## config.mk

```make
export PLATFORM = sky130hd
export DESIGN_NAME = cq_pair_packer
export DESIGN_NICKNAME = d
export VERILOG_FILES = /design/src/rtl/cq_pair_packer.sv
export SDC_FILE = /design/constraint.sdc
export NUM_CORES = 1
export LEC_CHECK = 0
export ABC_AREA = 1
export CORE_MARGIN = 1
export CORE_UTILIZATION = 39
export DETAILED_ROUTE_END_ITERATION = 16
export HOLD_SLACK_MARGIN = 0.1
export PLACE_DENSITY = 0.66
export SYNTH_ARGS = -nofsm -noshare
export SYNTH_HDL_FRONTEND = slang
export SYNTH_SLANG_ARGS = --single-unit
export TNS_END_PERCENT = 5
```

## constraint.sdc

```tcl
create_clock -name clk -period 1.8 [get_ports clk]
set_clock_uncertainty 0.1 [all_clocks]
set_input_delay 0.45 -clock clk [delete_from_list [all_inputs] [get_ports clk]]
set_output_delay 0.45 -clock clk [all_outputs]
set_load 0.02 [all_outputs]
```

## src/rtl/cq_pair_packer.sv

```systemverilog
`timescale 1ns/1ps
// Drain stage for the circular queue: reads words, packs consecutive pairs into 2*DW beats.
// A held flush emits a lone leftover word as a half-filled beat so an odd tail never sticks.
module cq_pair_packer #(
    parameter int DW = 16
) (
    input  logic            clk,
    input  logic            reset,
    input  logic            q_empty,
    input  logic [DW-1:0]   q_dout,
    output logic            q_rd,
    input  logic            flush,
    output logic [2*DW-1:0] out_data,
    output logic            out_odd,
    output logic            out_valid,
    input  logic            out_ready
);

    logic          inflight;
    logic          have_lo;
    logic [DW-1:0] lo;
    logic [1:0]    occ;

    assign occ = {1'b0, have_lo} + {1'b0, inflight};

    // A read that completes a pair waits for an empty output register, so the capture always has a slot.
    assign q_rd = !reset && !q_empty && ((occ == 2'd0) || ((occ == 2'd1) && !out_valid));

    always_ff @(posedge clk or posedge reset) begin
        if (reset) begin
            inflight  <= 1'b0;
            have_lo   <= 1'b0;
            lo        <= '0;
            out_data  <= '0;
            out_odd   <= 1'b0;
            out_valid <= 1'b0;
        end else begin
            inflight <= q_rd;
            if (out_valid && out_ready)
                out_valid <= 1'b0;
            if (inflight) begin
                if (!have_lo) begin
                    lo      <= q_dout;
                    have_lo <= 1'b1;
                end else begin
                    out_data  <= {q_dout, lo};
                    out_odd   <= 1'b0;
                    out_valid <= 1'b1;
                    have_lo   <= 1'b0;
                end
            end else if (flush && have_lo && !out_valid) begin
                // Flush only acts with nothing in flight, so it never races a capture.
                out_data  <= {{DW{1'b0}}, lo};
                out_odd   <= 1'b1;
                out_valid <= 1'b1;
                have_lo   <= 1'b0;
            end
        end
    end

endmodule
```

* After elaboration in Yosys (flattened, before gate mapping)
Index checks and enable logic that the tools add are counted.
** Word-level totals
- Register bits :: 52
- Latch bits :: 0
- Memory bits (writable) :: 0
- Memory bits (read-only) :: 0
- Input port bits :: 21
- Logic and storage cells :: 37
- Memories :: 0
** Cells by class
- Add/subtract/negate cells :: 1
- Multipliers :: 0
- Divide/modulo/power cells :: 0
- Order comparisons :: 0
- Equality and inequality tests :: 2
- Shifts and indexed selects :: 0
- Multiplexer cells :: 13
- Bitwise gates (word level) :: 1
- Reduce and logical (&&, ||, !) cells :: 14
** Operators with widths (number)
- $mux 32 :: 3
- $mux 1 :: 10
- $logic_and 1x1->1 :: 6
- $reduce_and 2->1 :: 2
- $logic_not 1->1 :: 3
- $add 1x1->2 :: 1
- $eq 2x1->1 const B :: 1
- $logic_not 2->1 :: 1
- $ne 2x1->1 const B :: 1
- $reduce_bool 2->1 :: 1
- $logic_or 1x1->1 :: 1
- $not 1->1 :: 1

* Logic depth before layout (Yosys ltp)
Gate-level depths: netlist (run 1).
- Depth after elaboration :: 5
- Gate-level depth with buffers :: 9
- Gate-level depth less buffers :: 5

* Least setup slack after synthesis (run 1)
No wires, ideal clock.
- Kind :: register to output
- From :: reg have_lo
- To :: out q_rd
- Data arrival time :: 1365 ps
- Slack :: -115 ps
- Stages on the path, launching flop included :: 7
- Path through :: dfrtp_1 -> buf_6 -> buf_2 -> inv_1 -> ha_1 -> a21oi_1 -> nor2_1
** Between the ends
- Word-level cells in the longest chain between the ends :: 5
- Elaborated cells on any way between the ends :: 6
- Those cells by class :: add/sub: 1; eq/ne: 1; reduce/logical: 4
** RTL lines
- start, declared :: RTL line 20 : logic have_lo;
- start signal, assigned :: RTL line 32 : have_lo <= 1'b0;
- start signal, assigned :: RTL line 44 : have_lo <= 1'b1;
- start signal, assigned :: RTL line 49 : have_lo <= 1'b0;
- $add 1x1->2 * :: RTL line 24 : assign occ = {1'b0, have_lo} + {1'b0, inflight};
- $eq 2x1->1 :: RTL line 27 : assign q_rd = !reset && !q_empty && ((occ == 2'd0) || ((occ == 2'd1) && !out_valid));
- $logic_and 1x1->1 :: RTL line 27
- $logic_or 1x1->1 * :: RTL line 27
- $logic_and 1x1->1 * :: RTL line 27
- end, declared :: RTL line 11 : output logic q_rd,
Every way passes the cells marked *; elsewhere a longest branch is shown, timed or not.

* Final worst setup path (run 1)
Same ends and word-level chain as after synthesis.

==> results.yml, run 1 <==
global_route:
  gr-usage-met2_pct: 27.3
  use_met3_pct: 3.04
  grt_pass1_vias: 1532
  grt_max_degree: 36
  grtUsageTotal_pct: 17.3
  grt-busiest-layer: "met2"
  overflow: 0
  antenna_found_initial: 0
  grtUsageMet1_pct: 24.2
  grt_pass1_wl_um: 7400
layout:
  drive_above_1_share_pct: 10.4
  num-fill-cells: 480
  num-nets-final: 311
  num_antenna_cells: 0
  area_delta_synth_final_pct: 36.2
  fin_cells: 359
  seqCellArea_sq_mm: 0.00130
  most-common-layout-cells: "nand2_1, dfrtp_1, nand3_1"
  multi_input_area_sq_um: 738
  layout_commonest_cell: "nand2_1"
sta:
  relSlewSlack_pct: 74.1
  worst_pin_slew_ns: 0.388
  setup_slack_ns: -0.0368
  setup_viol: 1
  rsz0062_at_grt: "yes"
  period_share_pct: 102
  timing.setup.tns_ns: -0.0368
  final_max_slew_viol_count: 0
  max_freq_mhz: 544
  fin_crit_ns: 1.84
  holdWs_ns: 0.350
  finalHoldViolCount: 0
place:
  place_congestion: 0.837
  dp_slack_ns: -0.609
  portBuffers: 55
  dp_hpwl_um: 3210
  dp.cells: 351
die:
  core_sq_mm: 0.00517
  fp.dieH_um: 75.7
  die_w_um: 75.7
  die-area_sq_mm: 0.00574
  io_pins: 56
  num_rows: 26
  start_util_pct: 41.0
clocking:
  cts_setup_buffers: 0
  cts_max_path_buffers: 2
  cts_sinks: 52
  clkTransAtPathRegs_ns: 0.09
  ctsHtreeMaxLevel: 2
  cts_tree: "done"
  root_buffer: "clkbuf_8"
  cts_made_buffers: 5
  clk_latency_ns: 0.30
logic_synthesis:
  syn_avg_cell_area_sq_um: 9.22
  yosysSeqAreaShare_pct: 61.4
  synthDistinctLibCells: 16
  synth_warnings: 0
  syn_inst: 230
  synth_nets: 253
  netlist_area_sq_mm: 0.00212
  synth-seq-cells: 52
routing:
  drt_drc_violations_left: 0
  wl_per_cell_um: 12.8
  num_vias: 1699
  drtIter0Drc: 91
  drt-total-wl_um: 4580
  antenna_left: 0
  first_pass_iters: 4
  vias_per_cell: 4.73
outcome:
  violations: "setup timing"
  outcome: "complete, but fails checks"
worst_setup_path:
  worst-setup-path-type: "reg2out"
  crit_arrival_ns: 1.29
  crit_fanout: 2
  end_kind: "output pin"
  start_kind: "register"
  cp.required_ns: 1.25
pwr:
  p_per_area_mw_per_mm2: 1680
  peakVddDrop_mv: 0.867
  power_mw: 4.84
  p_leak_nw: 1.58
job:
  cap_violations: 0
min_path:
  hp-class: "in2async"
## timing repair
item	4_1_cts	5_1_grt
pin swaps	4	0
hold buffers	0	0
resized for setup	48	2
endpoints found under the setup margin	35	19
## flip-flops by register name, summed over array words and instances, names as in the netlist
signal	cells
out_data	32
lo	16
have_lo	1
inflight	1
out_odd	1
out_valid	1
## where the power goes
part	switching, mW	leakage [nW]	internal, mW
clock network	0.379	0.0614	0.455
logic	1.22	0.855	0.797
registers	0.280	0.659	1.71
total	1.88	1.58	2.96
## worst max-delay path, cell delays in order (launching register included)
cell	delay [ns]
dfrtp_1	0.40
inv_2	0.08
ha_4	0.21
a21oi_4	0.14
nor2_4	0.05
buf_6	0.12
## final cells by class
| class | instances | area share (%) |
|---|---|---|
| inverters | 6 | 1.04 |
| flip-flops and latches | 52 | 45.0 |
| well taps | 70 | 3.03 |
| repair buffers | 65 | 21.1 |
| clock buffers | 6 | 2.86 |
| clock inverters | 2 | 1.34 |
| multi-input cells | 158 | 25.6 |
## per-layer routing
layer | up-vias | share of wire [%]
met5 | - | 0
met4 | 0 | 1.1
met3 | 5 | 3.8
met2 | 38 | 49
met1 | 806 | 46
li1 | 850 | -
## path summary, 6_finish.rpt
| check | start | endpoint | slack (ns) | depth (start not counted) |
|---|---|---|---|---|
| setup reg to reg | inflight$_DFF_PP0_ | lo[10]$_DFFE_PP0P_ | 0.21 | 5 |
| setup / recovery | have_lo$_DFFE_PP0P_ | q_rd | -0.04 | 5 |
| max in group asynchronous | reset | out_data[9]$_DFFE_PP0P_ | 1.05 | 4 |
| min in group clk | lo[1]$_DFFE_PP0P_ | lo[1]$_DFFE_PP0P_ | 0.38 | 2 |
| hold / removal | reset | out_data[2]$_DFFE_PP0P_ | 0.35 | 4 |
| hold reg to reg | lo[1]$_DFFE_PP0P_ | lo[1]$_DFFE_PP0P_ | 0.38 | 2 |
## metrics by stage
stage | area (sq um) | utilization (%)
6_report | 2890 | 55.9
5_1_grt | 2890 | 55.9
4_1_cts | 2880 | 55.7
3_5_place_dp | 2770 | 53.6
3_3_place_gp | 2770 | 53.6
2_1_floorplan | 2130 | -
## logic make-up (layout without fill, tap and decap cells)
| kind of cell | after synthesis | after routing | synth area share (%) |
|---|---|---|---|
| simple gates | 152 | 152 | 30.9 |
| fa+ha+maj | 2 | 2 | 1.18 |
| compound gates | 4 | 4 | 1.18 |
| flops | 52 | 52 | 61.4 |
| buf+inv | 20 | 79 | 5.43 |
## synth_stat cells
library cell  count  area, sq um
or2_2             1         6.26
ha_1              2         25.0
nor2_1            2         7.51
clkinv_1          1         3.75
buf_2             8         40.0
o211ai_1          1         7.51
a21oi_1           2         10.0
nand3_1          48          240
nand2_1          98          368
buf_6             2         22.5
dfrtp_1          52         1300
buf_4             4         30.0
inv_1             5         18.8
a21boi_0          1         7.51
nand2_4           2         22.5
nand3_2           1         10.0
Note: power is estimated with default switching activity, not from simulation.
==> run 2: changes to the inputs <==
GPL_TIMING_DRIVEN = 0   (was not set)
SLEW_MARGIN = 25   (was not set)
==> run 2 against run 1 <==
The run still ends with setup timing left. Flip-flop and latch count unchanged. Sequential power about the same. Die area unchanged. Critical path depth down 1.
==> results.yml, run 2 (synthesis gave the netlist of run 1 again) <==
pwr:
  switching_share_pct: 39.2
  peakVddDrop_mv: 0.692
  seqPwrFrac_pct: 41.2
  p_clk_share_pct: 16.5
  switchingPower_mw: 1.90
  internal_power_mw: 2.95
  comb_power_share_pct: 42.3
  p_per_area_mw_per_mm2: 1660
  p_leak_nw: 1.58
clocking:
  ctsHtreeMaxLevel: 2
  root_buffer: "clkbuf_8"
  clk_latency_ns: 0.31
  clkTransAtPathRegs_ns: 0.09
  cts_tree: "done"
  postCtsHoldBufs: 0
  cts_sinks: 52
  cts_max_path_buffers: 2
  cts_made_buffers: 5
routing:
  antenna_left: 0
  num_vias: 1731
  drt_drc_violations_left: 0
  first_pass_iters: 4
  drtIter0Drc: 135
  drt-total-wl_um: 4590
  wl_per_cell_um: 12.5
  vias_per_cell: 4.72
global_route:
  antenna_found_initial: 0
  grt_pass1_vias: 1615
  grt_pass1_wl_um: 7610
  grtUsageTotal_pct: 17.9
  overflow: 0
  grt_max_degree: 29
layout:
  stdcell_area_sq_mm: 0.00292
  num-fill-cells: 479
  area_delta_synth_final_pct: 37.7
  drive_above_1_share_pct: 13.5
  reg_top3: "out_data: 32 flops, lo: 16 flops"
  multi_input_area_sq_um: 738
  most-common-layout-cells: "nand2_1, dfrtp_1, nand3_1"
  largest_reg_flops: 32
  layout_commonest_cell: "nand2_1"
  largest_register: "out_data"
  fin_cells: 367
  num-nets-final: 319
  num_antenna_cells: 0
  seqCellArea_sq_mm: 0.00130
min_path:
  hp-class: "in2async"
sta:
  period_share_pct: 105
  fin_crit_ns: 1.89
  setup_slack_ns: -0.0928
  holdWs_ns: 0.265
  max_freq_mhz: 528
  relSlewSlack_pct: 61.3
  setup_viol: 1
  final_max_slew_viol_count: 0
  rsz0062_at_grt: "yes"
  worst_pin_slew_ns: 0.580
  finalHoldViolCount: 0
worst_setup_path:
  crit_fanout: 2
  end_kind: "output pin"
  cp.required_ns: 1.25
  worst-setup-path-type: "in2out"
  crit_arrival_ns: 1.34
  start_kind: "input port"
outcome:
  outcome: "complete, but fails checks"
  violations: "setup timing"
place:
  dp_hpwl_um: 3300
  portBuffers: 55
  dp.cells: 356
  place_area_sq_mm: 0.00279
  dp_slack_ns: -0.659
  place_congestion: 0.837
die:
  die-area_sq_mm: 0.00574
  die_w_um: 75.7
  core_sq_mm: 0.00517
  io_pins: 56
  start_util_pct: 41.0
  fp.dieH_um: 75.7
  num_rows: 26
job:
  cap_violations: 0
## run 2: cell count changes in the layout (fill, tap and decap cells not counted), moves of 2 or more
cell and delta:
dfrtp_2 +2, inv_2 -2, buf_2 +6, inv_4 +2, dfrtp_1 -2, buf_4 +2
## run 2: final cells by class
cell class | count | share of cell area, %
clock buffer | 5 | 2.36
multi-input combinational | 158 | 25.3
buffer | 11 | 2.44
inverter | 6 | 1.20
tap | 70 | 3.00
sequential | 52 | 44.6
clock inverter | 3 | 1.46
timing repair buffer | 62 | 19.6
## run 2: layer usage
| layer | wire length (um) | GRT usage [%] | vias to the layer above |
|---|---|---|---|
| met1 | 2220 | 25.2 | 821 |
| met5 | 0 | 0 | - |
| li1 | - | - | 867 |
| met2 | 2150 | 27.5 | 38 |
| met3 | 157 | 4.63 | 5 |
| met4 | 54 | 4.94 | 0 |
## run 2: repair_timing
| item | 4_1_cts | 5_1_grt |
|---|---|---|
| setup buffers | 5 | 1 |
| gates resized for setup | 51 | 5 |
| setup endpoints to repair | 45 | 11 |
| pin swaps | 2 | 1 |
## run 2: critical path: stages
cell             delay (ns)
clkdlybuf4s50_1        0.40
or2_4                  0.26
nor2_4                 0.11
buf_6                  0.12
## run 2: through the flow
step	power (mW)	utilization, %	setup TNS (ns)
after global placement	4.20	53.5	-2.89
after detailed placement	4.25	53.9	-1.34
final	4.85	56.5	-0.0928
after global routing	5.23	56.5	-0.153
after floorplan	3.25	-	-0.00579
after CTS	4.88	56.5	-0.139
## run 2: power groups by stage
stage                     sequential [mW]  combinational, mW  clock (mW)
after floorplan                      2.43              0.827           0
after global placement               2.02               2.19           0
after CTS                            1.99               2.07       0.819
final                                2.00               2.05       0.799
after global routing                 2.07               2.30       0.854
after detailed placement             2.03               2.23           0
## run 2: final timing paths
kind,startpoint,to,slack [ns],cells past startpoint
max,q_empty,q_rd,-0.09,4
min,reset,out_valid$_DFF_PP0_,0.26,2
min reg2reg,lo[3]$_DFFE_PP0P_,out_data[3]$_DFFE_PP0P_,0.38,2
min in group clk,lo[3]$_DFFE_PP0P_,out_data[3]$_DFFE_PP0P_,0.38,2
max reg2reg,have_lo$_DFFE_PP0P_,lo[0]$_DFFE_PP0P_,0.19,8
max in group asynchronous,reset,have_lo$_DFFE_PP0P_,0.82,3
==> run 3: changes to the inputs <==
SLEW_MARGIN = 10   (was 25)
==> run 3 against run 2 <==
The run still ends with setup timing left. First-iteration DRC count down 32%. Sequential share of layout area rose by 0.38 points. Clock power down 17%. Worst setup slack gained 0.0074 ns.
==> results.yml, run 3 (synthesis gave the netlist of run 1 again) <==
die:
  start_util_pct: 41.0
  num_rows: 26
  io_pins: 56
  fp.dieH_um: 75.7
  die_w_um: 75.7
  core_sq_mm: 0.00517
  die-area_sq_mm: 0.00574
clocking:
  ctsHtreeMaxLevel: 2
  clk_latency_ns: 0.31
  cts_made_buffers: 5
  root_buffer: "clkbuf_8"
  cts_max_path_buffers: 2
  clkTransAtPathRegs_ns: 0.10
  cts_sinks: 52
  cts_tree: "done"
  postCtsHoldBufs: 0
job:
  cap_violations: 0
routing:
  drtIter0Drc: 92
  drt-total-wl_um: 4490
  drt_drc_violations_left: 0
  first_pass_iters: 4
  num_vias: 1686
  vias_per_cell: 4.59
  antenna_left: 0
  wl_per_cell_um: 12.2
layout:
  reg_top3: "out_data: 32 flops, lo: 16 flops"
  area_delta_synth_final_pct: 36.3
  num-nets-final: 319
  stdcell_area_sq_mm: 0.00289
  largest_register: "out_data"
  num_antenna_cells: 0
  most-common-layout-cells: "nand2_1, dfrtp_1, nand3_1"
  drive_above_1_share_pct: 12.5
  layout_commonest_cell: "nand2_1"
  largest_reg_flops: 32
sta:
  rsz0062_at_grt: "yes"
  worst_pin_slew_ns: 0.302
  setup_viol: 1
  setup_slack_ns: -0.0854
  relSlewSlack_pct: 79.8
  finalHoldViolCount: 0
  fin_crit_ns: 1.89
  period_share_pct: 105
  final_max_slew_viol_count: 0
  max_freq_mhz: 530
worst_setup_path:
  start_kind: "input port"
  crit_arrival_ns: 1.34
  cp.required_ns: 1.25
  crit_fanout: 2
  end_kind: "output pin"
  worst-setup-path-type: "in2out"
global_route:
  grt_pass1_wl_um: 7300
  grt_max_degree: 53
  grt_pass1_vias: 1514
  antenna_found_initial: 0
  overflow: 0
  grtUsageTotal_pct: 17.1
place:
  place_congestion: 0.837
  portBuffers: 55
  dp_hpwl_um: 3200
  place_area_sq_mm: 0.00277
pwr:
  peakVddDrop_mv: 0.757
  p_leak_nw: 1.58
  p_per_area_mw_per_mm2: 1630
  power_mw: 4.70
outcome:
  outcome: "complete, but fails checks"
  violations: "setup timing"
min_path:
  hp-class: "in2async"
run 3: critical path, stage by stage:
cell	delay, ns
clkdlybuf4s50_1	0.39
or2_4	0.25
nor2_4	0.12
buf_6	0.12
run 3: final timing paths:
path / from / to / slack [ns] / cells after the start
hold reg to reg: lo[3]$_DFFE_PP0P_ / out_data[3]$_DFFE_PP0P_ / 0.38 / 2
setup / recovery: q_empty / q_rd / -0.09 / 4
hold / removal: reset / out_valid$_DFF_PP0_ / 0.16 / 2
setup reg to reg: inflight$_DFF_PP0_ / lo[3]$_DFFE_PP0P_ / 0.22 / 7
max in group asynchronous: reset / out_data[15]$_DFFE_PP0P_ / 0.95 / 3
min in group clk: lo[3]$_DFFE_PP0P_ / out_data[3]$_DFFE_PP0P_ / 0.38 / 2
run 3: power by group:
| part | total, mW | internal, mW | switching, mW | leakage (nW) |
|---|---|---|---|---|
| registers | 2.00 | 1.71 | 0.287 | 0.659 |
| clock network | 0.662 | 0.272 | 0.390 | 0.0479 |
| logic | 2.04 | 0.825 | 1.22 | 0.872 |
run 3: repair_timing:
action	CTS	global route
setup buffers	5	1
pin swaps	2	2
resized for setup	52	0
endpoints found under the setup margin	45	1
run 3: cell type report:
type                    count  area [sq um]
well taps                  70          87.6
clock inverters             3          18.8
multi-input cells         158           738
inverters                   6          31.3
clock buffers               5          68.8
flip-flops and latches     52          1300
plain buffers              11          71.3
repair buffers             62           573
fillers                   495          2280
run 3: through the flow:
step / worst slack [ns] / instances / utilization, % / hold slack, ns / setup TNS [ns]
2_1_floorplan: -0.00579 / 230 / - / 0.342 / -0.00579
3_3_place_gp: -0.652 / 355 / 53.5 / 0.352 / -2.89
3_5_place_dp: -0.659 / 355 / 53.5 / 0.361 / -3.22
4_1_cts: -0.123 / 367 / 55.8 / 0.385 / -0.123
5_1_grt: -0.127 / 367 / 55.9 / 0.181 / -0.127
6_report: -0.0854 / 367 / 55.9 / 0.155 / -0.0854
run 3: routing by layer:
layer	vias to the layer above	GRT usage [%]	part of all wire, %
met1	776	23.7	49
li1	868	-	-
met5	-	0	0
met4	0	6.17	1.2
met2	37	27.1	47
met3	5	2.78	3.2
